$ cat config.mk
export PLATFORM = sky130hd
export DESIGN_NAME = ped_crossing_ctrl_flat
export DESIGN_NICKNAME = d
export VERILOG_FILES = /design/src/rtl/ped_crossing_ctrl_if.sv /design/src/rtl/ped_crossing_ctrl.sv /design/src/flat_wrapper.sv
export SDC_FILE = /design/constraint.sdc
export NUM_CORES = 1
export LEC_CHECK = 0
export CORE_AREA = 2 2 65 67
export CTS_CLUSTER_DIAMETER = 200
export CTS_CLUSTER_SIZE = 30
export DETAILED_ROUTE_END_ITERATION = 6
export DIE_AREA = 0 0 67 69
export PLACE_DENSITY = 0.59
export SLEW_MARGIN = 20
export SYNTH_ARGS = -nofsm -noshare
export SYNTH_HDL_FRONTEND = slang
export SYNTH_SLANG_ARGS = --single-unit
$ cat constraint.sdc
create_clock -name Clk -period 4.8 [get_ports Clk]
set_clock_uncertainty 0.2 [all_clocks]
set_input_delay 0.96 -clock Clk [delete_from_list [all_inputs] [get_ports Clk]]
set_output_delay 0.96 -clock Clk [all_outputs]
set_load 0.01 [all_outputs]
$ cat src/rtl/ped_crossing_ctrl_if.sv
// Pedestrian crossing bundle: button and traffic-FSM inputs, lamp/request/status outputs.
// slave = crossing controller, master = environment driving the button and traffic-FSM side.
interface ped_crossing_ctrl_if;
  logic       Boton;
  logic       Rojo_In;
  logic       Pasar_Persona;
  logic       Solicitud;
  logic       Peaton_Verde;
  logic       Peaton_Rojo;
  logic       Espera_Led;
  logic       Falla;
  logic [2:0] Estado_Salida;

  modport master (
    output Boton, Rojo_In, Pasar_Persona,
    input  Solicitud, Peaton_Verde, Peaton_Rojo, Espera_Led, Falla, Estado_Salida
  );

  modport slave (
    input  Boton, Rojo_In, Pasar_Persona,
    output Solicitud, Peaton_Verde, Peaton_Rojo, Espera_Led, Falla, Estado_Salida
  );
endinterface

$ cat src/rtl/ped_crossing_ctrl.sv
// Pedestrian crossing controller: debounced button request, walk/flash/clear lamp sequencing, red-lamp safety.
// Request rises 3+DEBOUNCE_CYC edges after the button is first sampled high; outputs are Moore, no backpressure.
module ped_crossing_ctrl #(
  parameter int DEBOUNCE_CYC = 4,
  parameter int WALK_CYC     = 8,
  parameter int FLASH_CYC    = 6,
  parameter int FLASH_HALF   = 2,
  parameter int CNT_W        = 8
) (
  input  logic                 Clk,
  input  logic                 Reset,
  ped_crossing_ctrl_if.slave   bus
);

  typedef enum logic [2:0] {
    S_IDLE  = 3'd0,
    S_PEND  = 3'd1,
    S_WALK  = 3'd2,
    S_FLASH = 3'd3,
    S_CLEAR = 3'd4
  } state_t;

  state_t             state_q, state_d;
  logic               sync1_q, sync1_d;
  logic               sync2_q, sync2_d;
  logic               lvl_q, lvl_d;
  logic               lvl_prev_q, lvl_prev_d;
  logic               press_q, press_d;
  logic [CNT_W-1:0]   dbc_q, dbc_d;
  logic [CNT_W-1:0]   cnt_q, cnt_d;
  logic [CNT_W-1:0]   half_q, half_d;
  logic               flash_q, flash_d;
  logic               pend_q, pend_d;
  logic               falla_q, falla_d;

  // Press is registered one extra stage so the FSM only ever sees a clean flop output.
  always_comb begin
    sync1_d    = bus.Boton;
    sync2_d    = sync1_q;
    lvl_d      = lvl_q;
    dbc_d      = '0;
    lvl_prev_d = lvl_q;
    press_d    = lvl_q & ~lvl_prev_q;
    if (sync2_q != lvl_q) begin
      if (dbc_q == CNT_W'(DEBOUNCE_CYC - 1)) begin
        lvl_d = sync2_q;
      end else begin
        dbc_d = dbc_q + CNT_W'(1);
      end
    end
  end

  always_comb begin
    state_d = state_q;
    cnt_d   = cnt_q;
    half_d  = half_q;
    flash_d = flash_q;
    pend_d  = pend_q;
    falla_d = falla_q;
    case (state_q)
      S_IDLE: begin
        if (press_q) state_d = S_PEND;
      end
      S_PEND: begin
        if (bus.Pasar_Persona) begin
          if (bus.Rojo_In) begin
            state_d = S_WALK;
            cnt_d   = CNT_W'(WALK_CYC - 1);
          end else begin
            falla_d = 1'b1;
          end
        end
      end
      S_WALK: begin
        if (press_q) pend_d = 1'b1;
        if (!bus.Rojo_In) begin
          state_d = S_IDLE;
          falla_d = 1'b1;
          pend_d  = 1'b0;
          cnt_d   = '0;
        end else if (cnt_q == '0) begin
          state_d = S_FLASH;
          cnt_d   = CNT_W'(FLASH_CYC - 1);
          half_d  = CNT_W'(FLASH_HALF - 1);
          flash_d = 1'b1;
        end else begin
          cnt_d = cnt_q - CNT_W'(1);
        end
      end
      S_FLASH: begin
        if (press_q) pend_d = 1'b1;
        if (!bus.Rojo_In) begin
          state_d = S_IDLE;
          falla_d = 1'b1;
          pend_d  = 1'b0;
          cnt_d   = '0;
          half_d  = '0;
          flash_d = 1'b0;
        end else if (cnt_q == '0) begin
          state_d = S_CLEAR;
          half_d  = '0;
          flash_d = 1'b0;
        end else begin
          cnt_d = cnt_q - CNT_W'(1);
          if (half_q == '0) begin
            flash_d = ~flash_q;
            half_d  = CNT_W'(FLASH_HALF - 1);
          end else begin
            half_d = half_q - CNT_W'(1);
          end
        end
      end
      S_CLEAR: begin
        // A press landing in the clear cycle itself still queues the next crossing.
        state_d = (pend_q || press_q) ? S_PEND : S_IDLE;
        pend_d  = 1'b0;
      end
      default: begin
        state_d = S_IDLE;
        cnt_d   = '0;
        half_d  = '0;
        flash_d = 1'b0;
        pend_d  = 1'b0;
      end
    endcase
  end

  always_ff @(posedge Clk) begin
    if (Reset) begin
      state_q    <= S_IDLE;
      sync1_q    <= 1'b0;
      sync2_q    <= 1'b0;
      lvl_q      <= 1'b0;
      lvl_prev_q <= 1'b0;
      press_q    <= 1'b0;
      dbc_q      <= '0;
      cnt_q      <= '0;
      half_q     <= '0;
      flash_q    <= 1'b0;
      pend_q     <= 1'b0;
      falla_q    <= 1'b0;
    end else begin
      state_q    <= state_d;
      sync1_q    <= sync1_d;
      sync2_q    <= sync2_d;
      lvl_q      <= lvl_d;
      lvl_prev_q <= lvl_prev_d;
      press_q    <= press_d;
      dbc_q      <= dbc_d;
      cnt_q      <= cnt_d;
      half_q     <= half_d;
      flash_q    <= flash_d;
      pend_q     <= pend_d;
      falla_q    <= falla_d;
    end
  end

  // Walk lamp only in WALK/FLASH, so it is dark the edge after a safety exit.
  assign bus.Solicitud     = (state_q == S_PEND);
  assign bus.Espera_Led    = (state_q == S_PEND) || pend_q;
  assign bus.Peaton_Verde  = (state_q == S_WALK) || ((state_q == S_FLASH) && flash_q);
  assign bus.Peaton_Rojo   = !((state_q == S_WALK) || (state_q == S_FLASH));
  assign bus.Falla         = falla_q;
  assign bus.Estado_Salida = state_q;

endmodule

$ cat src/flat_wrapper.sv
// flat-port wrapper written by rule: the top's interface ports become plain ports
module ped_crossing_ctrl_flat 
#(
  parameter int DEBOUNCE_CYC = 4,
  parameter int WALK_CYC     = 8,
  parameter int FLASH_CYC    = 6,
  parameter int FLASH_HALF   = 2,
  parameter int CNT_W        = 8
)
  (Clk, Reset, bus_Boton, bus_Rojo_In, bus_Pasar_Persona, bus_Solicitud, bus_Peaton_Verde, bus_Peaton_Rojo, bus_Espera_Led, bus_Falla, bus_Estado_Salida);
  ped_crossing_ctrl_if bus_i ();
  input  logic Clk;
  input  logic Reset;
  input wire logic [$bits(bus_i.Boton)-1:0] bus_Boton;
  input wire logic [$bits(bus_i.Rojo_In)-1:0] bus_Rojo_In;
  input wire logic [$bits(bus_i.Pasar_Persona)-1:0] bus_Pasar_Persona;
  output wire logic [$bits(bus_i.Solicitud)-1:0] bus_Solicitud;
  output wire logic [$bits(bus_i.Peaton_Verde)-1:0] bus_Peaton_Verde;
  output wire logic [$bits(bus_i.Peaton_Rojo)-1:0] bus_Peaton_Rojo;
  output wire logic [$bits(bus_i.Espera_Led)-1:0] bus_Espera_Led;
  output wire logic [$bits(bus_i.Falla)-1:0] bus_Falla;
  output wire logic [$bits(bus_i.Estado_Salida)-1:0] bus_Estado_Salida;
  assign bus_i.Boton = bus_Boton;
  assign bus_i.Rojo_In = bus_Rojo_In;
  assign bus_i.Pasar_Persona = bus_Pasar_Persona;
  assign bus_Solicitud = bus_i.Solicitud;
  assign bus_Peaton_Verde = bus_i.Peaton_Verde;
  assign bus_Peaton_Rojo = bus_i.Peaton_Rojo;
  assign bus_Espera_Led = bus_i.Espera_Led;
  assign bus_Falla = bus_i.Falla;
  assign bus_Estado_Salida = bus_i.Estado_Salida;
  ped_crossing_ctrl #(.DEBOUNCE_CYC(DEBOUNCE_CYC), .WALK_CYC(WALK_CYC), .FLASH_CYC(FLASH_CYC), .FLASH_HALF(FLASH_HALF), .CNT_W(CNT_W)) u_core (.Clk(Clk), .Reset(Reset), .bus(bus_i));
endmodule
Yosys cells after proc, flatten, opt, wreduce, memory -nomap -nowiden:

Cells that the tools add are included.

* bits in registers: 35
* input port bits: 5
* output and inout bits: 8
* word-level logic and storage cells: 94

* $add $sub $neg: 3
* equality and inequality tests: 16
* multiplexer cells: 34
* bitwise logic cells: 7
* reductions and logical operators: 22

Operator list (count)
* 8-bit 2-to-1 mux: 11
* 8-bit one-hot mux with 4 select lines: 1
* 8-bit one-hot mux with 3 select lines: 1
* 3-bit 2-to-1 mux: 7
* 8-bit zero test: 2
* 8-bit by 1-bit subtractor with 8-bit output (second input constant): 2
* 3-bit one-hot mux with 5 select lines: 1
* 1-bit 2-to-1 mux: 10
* 3-bit by 2-bit != test with 1-bit output (second input constant): 3
* 8-bit by 1-bit adder with 8-bit output (second input constant): 1
* 8-bit by 2-bit equality test with 1-bit output (second input constant): 1
* 4-bit AND reduction: 2
* 3-bit by 2-bit equality test with 1-bit output (second input constant): 2
* 2-bit != test (second input constant): 3
* 1-bit inverter: 6
* 2-bit AND reduction: 3
* 2-bit OR reduction: 3
* 3-bit OR reduction: 2
* 5-bit AND reduction: 1
* 1-bit logical OR: 4
* 2-bit by 1-bit != test with 1-bit output (second input constant): 2
* 4-bit by 2-bit != test with 1-bit output (second input constant): 1
* 1-bit one-hot mux with 2 select lines: 2
* 3-bit by 1-bit equality test with 1-bit output (second input constant): 1
* 10 further kinds: 10

Depth between registers and ports, before layout:

* word-level depth: 5
* mapped depth: 8
* depth with buffers taken out: 7

Worst setup path before layout:

Ideal clock, no wire load.

* path kind: input to register
* from: input bus_Rojo_In
* to: register u_core.cnt_q[2]
* library setup time: 128 ps
* arrival: 2046 ps
* data required time: 4472 ps
* setup slack: 2427 ps
* stages on the path: 6
* path buffers: 1
* cell sequence: nand4b_1 or4_1 clkbuf_1 and2_1 a22oi_1 nor2_1

* cells in the longest elaborated chain, start to end: 2
* elaborated cells on any way between the ends: 6
* those cells by class: eq/ne (2); mux (3); reduce/logical (1)

Ends and longest elaborated chain
* start, declared: RTL line flat_wrapper.sv:15 `input wire logic [$bits(bus_i.Rojo_In)-1:0] bus_Rojo_In;`
* 3-bit != test (no line) (tied with other cells)
* 4-bit AND reduction (no line) / 8-bit one-hot mux with 4 select lines (equally long branches)
* end signal, assigned: RTL line ped_crossing_ctrl.sv:150 `cnt_q <= cnt_d;`
* end, declared: RTL line ped_crossing_ctrl.sv:30 `logic [CNT_W-1:0] cnt_q, cnt_d;`

Parallel ways exist; a longest one is shown, timed or not.
A chain may end at the register's enable or synchronous reset.

Worst setup path in the final report:

* from: register u_core.state_q[0], in the netlist u_core.bus.Estado_Salida[0]
* to: output bus_Solicitud

* cells in the longest elaborated chain, start to end: 1

Ends and longest elaborated chain
* start, declared: RTL line ped_crossing_ctrl.sv:23 `state_t state_q, state_d;`
* start signal, assigned: RTL line ped_crossing_ctrl.sv:143 `state_q <= state_d;`
* 3-bit by 1-bit equality test with 1-bit output: RTL line ped_crossing_ctrl.sv:159 `assign bus.Solicitud = (state_q == S_PEND);`
* end, declared: RTL line flat_wrapper.sv:17 `output wire logic [$bits(bus_i.Solicitud)-1:0] bus_Solicitud;`

No other way between the ends.

==> results.yml <==
global_route:
  grt_pass1_vias: 1389
  grt.met2_usage_pct: 26.5
  grt_first_pass_wirelength_um: 6210
  grt_max_degree: 23
  grt_remaining_overflow: 0
  grtUsageTotal_pct: 17.2
  top_usage_layer: "met2"
  grt_use_met3_pct: 5.06
  antenna_found_initial: 0
  grt_util_met1_pct: 21.7
synth:
  yosysWarnings: 0
  yosys.area.top_type_share_pct: 41.3
  synthTopCellsByArea: "dfxtp_1 41%, nor2_1 6.4%, xor2_1 5.7%, nand3_1 3.2%, ha_1 3.0%"
  synth-seq-cells: 35
  synth-xor-area-share_pct: 7.23
  avgSynthCellArea_um2: 8.56
  synth_mux_area_share_pct: 1.18
  synth_fa_ha_area_share_pct: 2.95
  synth_top_family_by_area: "simple AND/OR/NAND/NOR gates"
  synth_seq_area_share_pct: 41.3
  synth_ff_type: "dfxtp_1"
  async_flop_share_pct: 0
  yosys.area_share.simple_pct: 26.6
  synthCells: 198
  yosys.area.top_type: "dfxtp_1"
  netlist_area_um2: 1700
  synth_compound_area_share_pct: 16.5
  synth_edf_count: 0
  synth_nets: 207
  yosys.cell_types.count: 45
setup_path:
  cp-start-kind: "register"
  arrival_ns: 1.86
  cp_max_fo: 14
  critPathKind: "reg -> out"
  cp_top_family: "buffers and inverters"
  crit_slowest_cell: "dfxtp_1"
  max_stage_delay_ns: 0.64
  crit_required_ns: 3.64
  crit_chain: "nand2_1 -> inv_1 -> clkdlybuf4s50_1"
  worstSetupEndpointType: "primary output"
  critPathBufInv: 2
sta:
  worst_slew_pin_slew_ns: 0.613
  rsz0062_at_grt: "no"
  setup_tns_ns: 0
  max_freq_ghz: 0.331
  fin_crit_ns: 3.02
  period_share_pct: 62.9
  setup_viol: 0
  worst_slack_ns: 1.78
  slew_headroom_pct: 58.8
  finalHoldViolations: 0
  drv_slew: 0
  hold_ws_ns: 0.182
clock_tree:
  cts.path.max_buffers: 2
  cts_tree: "yes"
  cts_resized: 0
  h-tree-depth: 2
  clock_sinks: 35
  insertion_delay_ns: 0.29
  cts_root_buf: "clkbuf_8"
  path_clk_slew_ns: 0.08
  post_cts_buffers: 0
  cts_inserted_buffers: 5
  cts.hold.buffers_added: 0
min_path:
  min_path_type: "reg -> reg"
placed_design:
  io_buffers: 12
  post-dp-hpwl_um: 2540
  pre_cts_slack_ns: 1.66
  placed_area_um2: 1850
  dp.cells: 253
  gp_congestion: 0.823
floorplan:
  coreArea_um2: 3910
  fp.dieH_um: 69
  io_pins: 13
  die_w_um: 67
  start_util_pct: 43.3
  die-area_um2: 4620
  rows: 23
cells_and_area:
  fin_util_pct: 50.2
  layout_common_cells: "35 x dfxtp_1, 29 x nor2_1, 12 x clkdlybuf4s50_1"
  num-nets-final: 219
  antenna_cells: 0
  syn_to_final_growth_pct: 15.9
  design_area_um2: 1970
  stdcell_count: 261
  layout_commonest_cell: "dfxtp_1"
  layout-drive-gt1-share_pct: 6.64
routing:
  detail_route.wl_per_cell_um: 13.5
  drt-initial-drc-count: 108
  dr.pass1.iters: 4
  ant_nets: 0
  vias_per_cell: 5.48
  vias: 1430
  drt-total-wl_um: 3530
  drcViolationCount: 0
run:
  drv_cap: 0
power_and_ir_drop:
  power_density_nw_per_um2: 294
  total_leakage_power_nw: 0.759
  ir_drop_uv: 170
  total_power_mw: 0.578
status:
  status: "finished clean"
-- power by group --
group / internal, mW / switching [mW] / leakage, nW
logic: 0.00571 / 0.00742 / 0.415
clock network: 0.168 / 0.105 / 0.0612
registers: 0.291 / 0.000596 / 0.282
total: 0.465 / 0.113 / 0.759
-- kinds of logic (layout without fill, tap and decap cells) --
| kind of cell | after synthesis | in the layout |
|---|---|---|
| compound gates | 39 | 39 |
| simple gates | 87 | 87 |
| buf+inv | 17 | 30 |
| flops | 35 | 35 |
| fa+ha+maj | 4 | 4 |
| mux | 2 | 2 |
| xor+xnor | 14 | 14 |
-- path summary, 6_finish.rpt --
| path | depth (start not counted) | slack [ns] | from | endpoint |
|---|---|---|---|---|
| max | 3 | 1.78 | u_core.bus.Estado_Salida[0] | bus_Solicitud |
| max reg2reg | 5 | 2.22 | u_core.cnt_q[3] | u_core.half_q[6] |
| min reg2reg | 1 | 0.18 | u_core.lvl_prev_q | u_core.press_q |
| min | 1 | 0.18 | u_core.lvl_prev_q | u_core.press_q |
-- per-layer routing --
layer	share of wire, %	wire, um	vias to the layer above
met5	0	0	-
met4	1.9	68	0
met3	3.6	127	6
met2	49	1720	27
met1	46	1610	676
li1	-	-	721
-- synthesized netlist by cell type, types with 4 or more instances --
master,instances
ha_1,4
a21o_1,4
a211oi_1,4
clkbuf_1,5
nand2b_1,4
nand2_1,8
nor2_1,29
a21oi_1,9
nor2b_1,4
nand3_1,11
nor3_1,9
inv_1,9
xor2_1,11
dfxtp_1,35
-- layout make-up --
cell class / count / area (um2)
repair buffers: 13 / 128
fillers: 396 / 1950
clock buffers: 6 / 82.6
multi-input cells: 146 / 923
clock inverters: 2 / 35.0
flip-flops and latches: 35 / 701
inverters: 9 / 33.8
well taps: 50 / 62.6
-- worst reg2reg max path, stage by stage, from the launching register on --
cell and delay (ns):
dfxtp_1 0.35, or4_4 0.57, or3_1 0.48, a211oi_4 0.43, nor2_2 0.12, a211o_1 0.32
-- flip-flops by register name (all words and copies together), names as in the netlist, 3 cells and up --
signal,count
u_core.half_q,8
u_core.bus.Estado_Salida,3
u_core.dbc_q,8
u_core.cnt_q,8
Power figures use the tool's default switching activity.
==> RTL edit 1 (same settings) <==
`WALK_CYC` is set to 8 in 2 places; all go to 6.
--- a/src/rtl/ped_crossing_ctrl.sv
+++ b/src/rtl/ped_crossing_ctrl.sv
@@ -3,5 +3,5 @@
 module ped_crossing_ctrl #(
   parameter int DEBOUNCE_CYC = 4,
-  parameter int WALK_CYC     = 8,
+  parameter int WALK_CYC     = 6,
   parameter int FLASH_CYC    = 6,
   parameter int FLASH_HALF   = 2,
--- a/src/flat_wrapper.sv
+++ b/src/flat_wrapper.sv
@@ -3,5 +3,5 @@
 #(
   parameter int DEBOUNCE_CYC = 4,
-  parameter int WALK_CYC     = 8,
+  parameter int WALK_CYC     = 6,
   parameter int FLASH_CYC    = 6,
   parameter int FLASH_HALF   = 2,
Function: no difference found for any inputs over 10 cycles, from zero or initial values and one cycle with Reset high; that may be too few to reach the edited logic, so the function may still have changed.
==> RTL edit 1 against the unedited design <==
Design area grew 3.8%. Sequential cell count is the same. Global-route usage grew 2.1 points. Final cell count grew 3.8%. Area after synthesis grew 7.0%. Worst setup slack lost 0.28 ns. Sequential share of layout area shrank 1.3 points. Routed wire length grew 15%.
Power is not compared: it rests on default switching activity, and its combinational part moved more than twofold at a synthesized area within 25%.
==> RTL edit 1: results (changes against the unedited design) <==
| Metric | Value |
|---|---|
| Post-synthesis sequential area ratio | `38.6% (was 41.3%)` |
| Final HPWL DP | `2770 µm (was 2540 µm)` |
| Ranking of synthesized cells by area | `dfxtp_1 39%, a21oi_1 5.5%, nor2_1 3.3% (was dfxtp_1 41%, nor2_1 6.4%, xor2_1 5.7%)` |
| Top post-synthesis cells by count | `35 x dfxtp_1, 20 x a21oi_1, 16 x nor2_1 (was 35 x dfxtp_1, 29 x nor2_1, 11 x nand3_1, 11 x xor2_1)` |
| Multi-input logic area | `1030 µm² (was 923 µm²)` |
| GR Layer Usage met3 | `5.55% (was 5.06%)` |
| CP arrival | `2.14 ns (was 1.86 ns)` |
| Total GRT Usage | `19.3% (was 17.2%)` |
| Final net count | `229 (was 219)` |
| Multiplexer share of the synthesized area | `1.66% (was 1.18%)` |
| Met2 Usage GRT | `28.7% (was 26.5%)` |
| Largest net degree at the start of global routing | `18 (was 23)` |
| First-pass GRT wire length | `6980 µm (was 6210 µm)` |
| WL/cell | `14.9 µm (was 13.5 µm)` |
| Syn_nets | `220 (was 207)` |
| # fillers | `381 (was 396)` |
| CP max FO | `16 (was 14)` |
| Synth Area in Compound Gates | `22.3% (was 16.5%)` |
| Mean Syn Cell Area | `8.60 µm² (was 8.56 µm²)` |
| Xor/xnor share of the synthesized area | `3.38% (was 7.23%)` |
| Vias post-DR | `1604 (was 1430)` |
| Placed cell areas | `1960 µm² (was 1850 µm²)` |
| GP Congestion | `0.859 (was 0.823)` |
| Outcome | `completed (unchanged)` |
| Synth unique cells | `48 (was 45)` |
| Synth Area in Adders | `3.31% (was 2.95%)` |
==> RTL edit 1: cell types whose count changed after synthesis, moves of 3 or more <==
cell	change
a32oi_1	+4
a21oi_1	+11
or3_1	+3
o22ai_1	-3
nand2_1	+3
a31oi_1	+4
xor2_1	-6
nor2_1	-13
o41ai_1	+5
nor3_1	-4
buf_2	+3
a21o_1	-3
==> RTL edit 1: cell type report <==
class                      instances  area share, %
multi-input combinational        156           50.7
sequential                        35           34.3
timing repair buffer              12           5.89
clock buffer                       6           3.56
tap                               50           3.07
inverter                          10           1.84
clock inverter                     2          0.613
==> RTL edit 1: worst paths after layout <==
path | start | to | slack, ns | depth (start not counted)
hold / removal | u_core.lvl_prev_q | u_core.press_q | 0.18 | 1
hold reg to reg | u_core.lvl_prev_q | u_core.press_q | 0.18 | 1
setup reg to reg | u_core.cnt_q[0] | u_core.flash_q | 2.25 | 6
setup / recovery | u_core.bus.Estado_Salida[0] | bus_Solicitud | 1.50 | 3
==> RTL edit 2 (config.mk and constraints unchanged) <==
Without the edit above. Reset style: asynchronous (`Reset`), changed in one clocked block.
--- a/src/rtl/ped_crossing_ctrl.sv
+++ b/src/rtl/ped_crossing_ctrl.sv
@@ -126,5 +126,5 @@
   end
 
-  always_ff @(posedge Clk) begin
+  always_ff @(posedge Clk or posedge Reset) begin
     if (Reset) begin
       state_q    <= S_IDLE;
Formal check against the unedited RTL: differs if Reset is asserted again (counterexample within 10 cycles, from zero or initial values and one cycle with Reset high); with Reset held inactive, the same outputs for 10 cycles.
==> RTL edit 2 against the unedited design <==
Sequential cell count is the same. Worst setup slack lost 0.035 ns. Via count shrank 3.6%. Count of clock-buffer cells in the layout grew 2. Core utilization grew 1.8 points. Design area grew 3.6%. Routed wire length shrank 1.5%. Area after synthesis grew 4.5%. Critical endpoint unchanged.
Power is not compared: it rests on default switching activity, and its combinational part moved more than twofold at a synthesized area within 25%.
==> RTL edit 2: results (changes against the unedited design) <==
| Metric | Value |
|---|---|
| Ranking of synthesized cells by area | `dfrtp_1 49%, xor2_1 5.9%, nor2_1 5.3% (was dfxtp_1 41%, nor2_1 6.4%, xor2_1 5.7%)` |
| Xor/xnor share of the synthesized area | `6.92% (was 7.23%)` |
| Diodes inserted | `0 (unchanged)` |
| Dpl ws | `1.70 ns (was 1.66 ns)` |
| Share of cells above drive strength 1 | `7.92% (was 6.64%)` |
| Hold path cells | `0 (was 1)` |
| Total GRT Usage | `17.2% (about the same)` |
| Logic pwr share | `38.6%` |
| CP max FO | `15 (was 14)` |
| Synth Area in Compound Gates | `13.2% (was 16.5%)` |
| Mean number of vias per cell | `5.47 (was 5.48)` |
| WL/cell | `13.8 µm (was 13.5 µm)` |
| Largest registers | `u_core.cnt_q: 8 flops, u_core.dbc_q: 8 flops, u_core.half_q: 8 flops (unchanged)` |
| Worst Hold Launch | `u_core.sync1_q (was u_core.lvl_prev_q)` |
| Top post-synthesis cells by count | `35 x dfrtp_1, 25 x nor2_1, 16 x nand2_1 (was 35 x dfxtp_1, 29 x nor2_1, 11 x nand3_1, 11 x xor2_1)` |
| Clk root buf | `clkbuf_8 (unchanged)` |
| RR Endpoint | `u_core.cnt_q[7] (was u_core.half_q[6])` |
| Reg2reg start | `u_core.cnt_q[3] (unchanged)` |
| Synth Area in Adders | `2.82% (was 2.95%)` |
| Worst IR Drop VDD | `0.220 mV` |
| R2r setup slk | `2.18 ns (was 2.22 ns)` |
| DR iter-0 viols | `136 (was 108)` |
| Multiplexer share of the synthesized area | `0.636% (was 1.18%)` |
| Worst Reg-to-Reg Cells | `5 (unchanged)` |
| Hold worst-path end | `u_core.sync2_q (was u_core.press_q)` |
| Final HPWL DP | `2450 µm (was 2540 µm)` |
| Static leakage | `0.911 nW` |
| Total CTS buffers | `5 (unchanged)` |
| Initial antenna violation count | `0 (unchanged)` |
| Post-CTS setup buffer count | `0 (unchanged)` |
| Worst min path class | `reg -> reg (unchanged)` |
| GP Congestion | `0.833 (was 0.823)` |
| H-tree Lvls | `2 (unchanged)` |
| Max Root-Sink Buffers | `2 (unchanged)` |
| DRT Pass-1 Iters | `4 (unchanged)` |
| CTS resizes | `0 (unchanged)` |
| Seq pwr share | `41.6%` |
| Post-synthesis sequential area ratio | `49.4% (was 41.3%)` |
| Final net count | `210 (was 219)` |
| FFs w/ async S/R, synth | `100% (was 0%)` |
| Syn_nets | `195 (was 207)` |
| Worst rel slew slack | `54.7% (was 58.8%)` |
| Sw Share | `38.3%` |
| Worst skew pair latency | `0.28 ns` |
| Crit path max-delay cell type | `dfrtp_1 (was dfxtp_1)` |
| Vias in the first global route | `1401 (was 1389)` |
| Largest net degree at the start of global routing | `36 (was 23)` |
| First-pass GRT wire length | `6190 µm (was 6210 µm)` |
| Outcome | `completed (unchanged)` |
| Synth unique cells | `38 (was 45)` |
| Reg clk slew, reported paths | `0.07 ns` |
| CP max stage delay | `0.54 ns (was 0.64 ns)` |
==> RTL edit 2: metal layers <==
layer,global-route usage [%],part of all wire (%),vias to the layer above
met5,0,0,-
met4,6.12,1.7,0
met3,4.89,3.2,5
met2,27.0,48,21
met1,22.6,47,672
li1,-,-,680
==> RTL edit 2: kinds of logic after synthesis <==
family,Yosys count
multiplexers,1
flip-flops,35
AND/OR/NAND/NOR,80
AO/OA/AOI/OAI,37
XOR/XNOR,14
adder cells (fa/ha/maj),4
buffers and inverters,15
==> RTL edit 2: worst max-delay path: cells and delay by family (launching register included) <==
family        cells  cell delay, ns
buf+inv           2            0.67
simple gates      2            0.40
flops             1            0.54
==> RTL edit 2: final cells by class <==
class	count	area (µm²)
fill	388	1880
sequential	35	876
multi-input combinational	136	832
timing repair buffer	13	128
clock buffer	8	100
tap	50	62.6
inverter	10	37.5
==> RTL edit 2: through the flow <==
step	cells	hold WS [ns]	total power [W]	area, µm²
detailed placement	244	0.139	0.000943	1940
floorplan	186	0.131	0.000806	1770
CTS	252	0.158	0.00118	2040
finish	252	0.154	0.00117	2040
global placement	244	0.145	0.000920	1940
global route	252	0.169	0.00127	2040
==> RTL edit 2: worst max-delay path by stage <==
stage,start,to,slack (ns),cells after the start
after detailed placement,bus_Rojo_In,u_core.cnt_q[6],1.70,6
after floorplan,bus_Rojo_In,u_core.cnt_q[7],2.41,6
after global routing,u_core.bus.Estado_Salida[1],bus_Solicitud,1.60,4
final,u_core.bus.Estado_Salida[1],bus_Solicitud,1.75,4
after CTS,u_core.bus.Estado_Salida[1],bus_Solicitud,1.76,4
after global placement,bus_Rojo_In,u_core.cnt_q[5],1.72,6
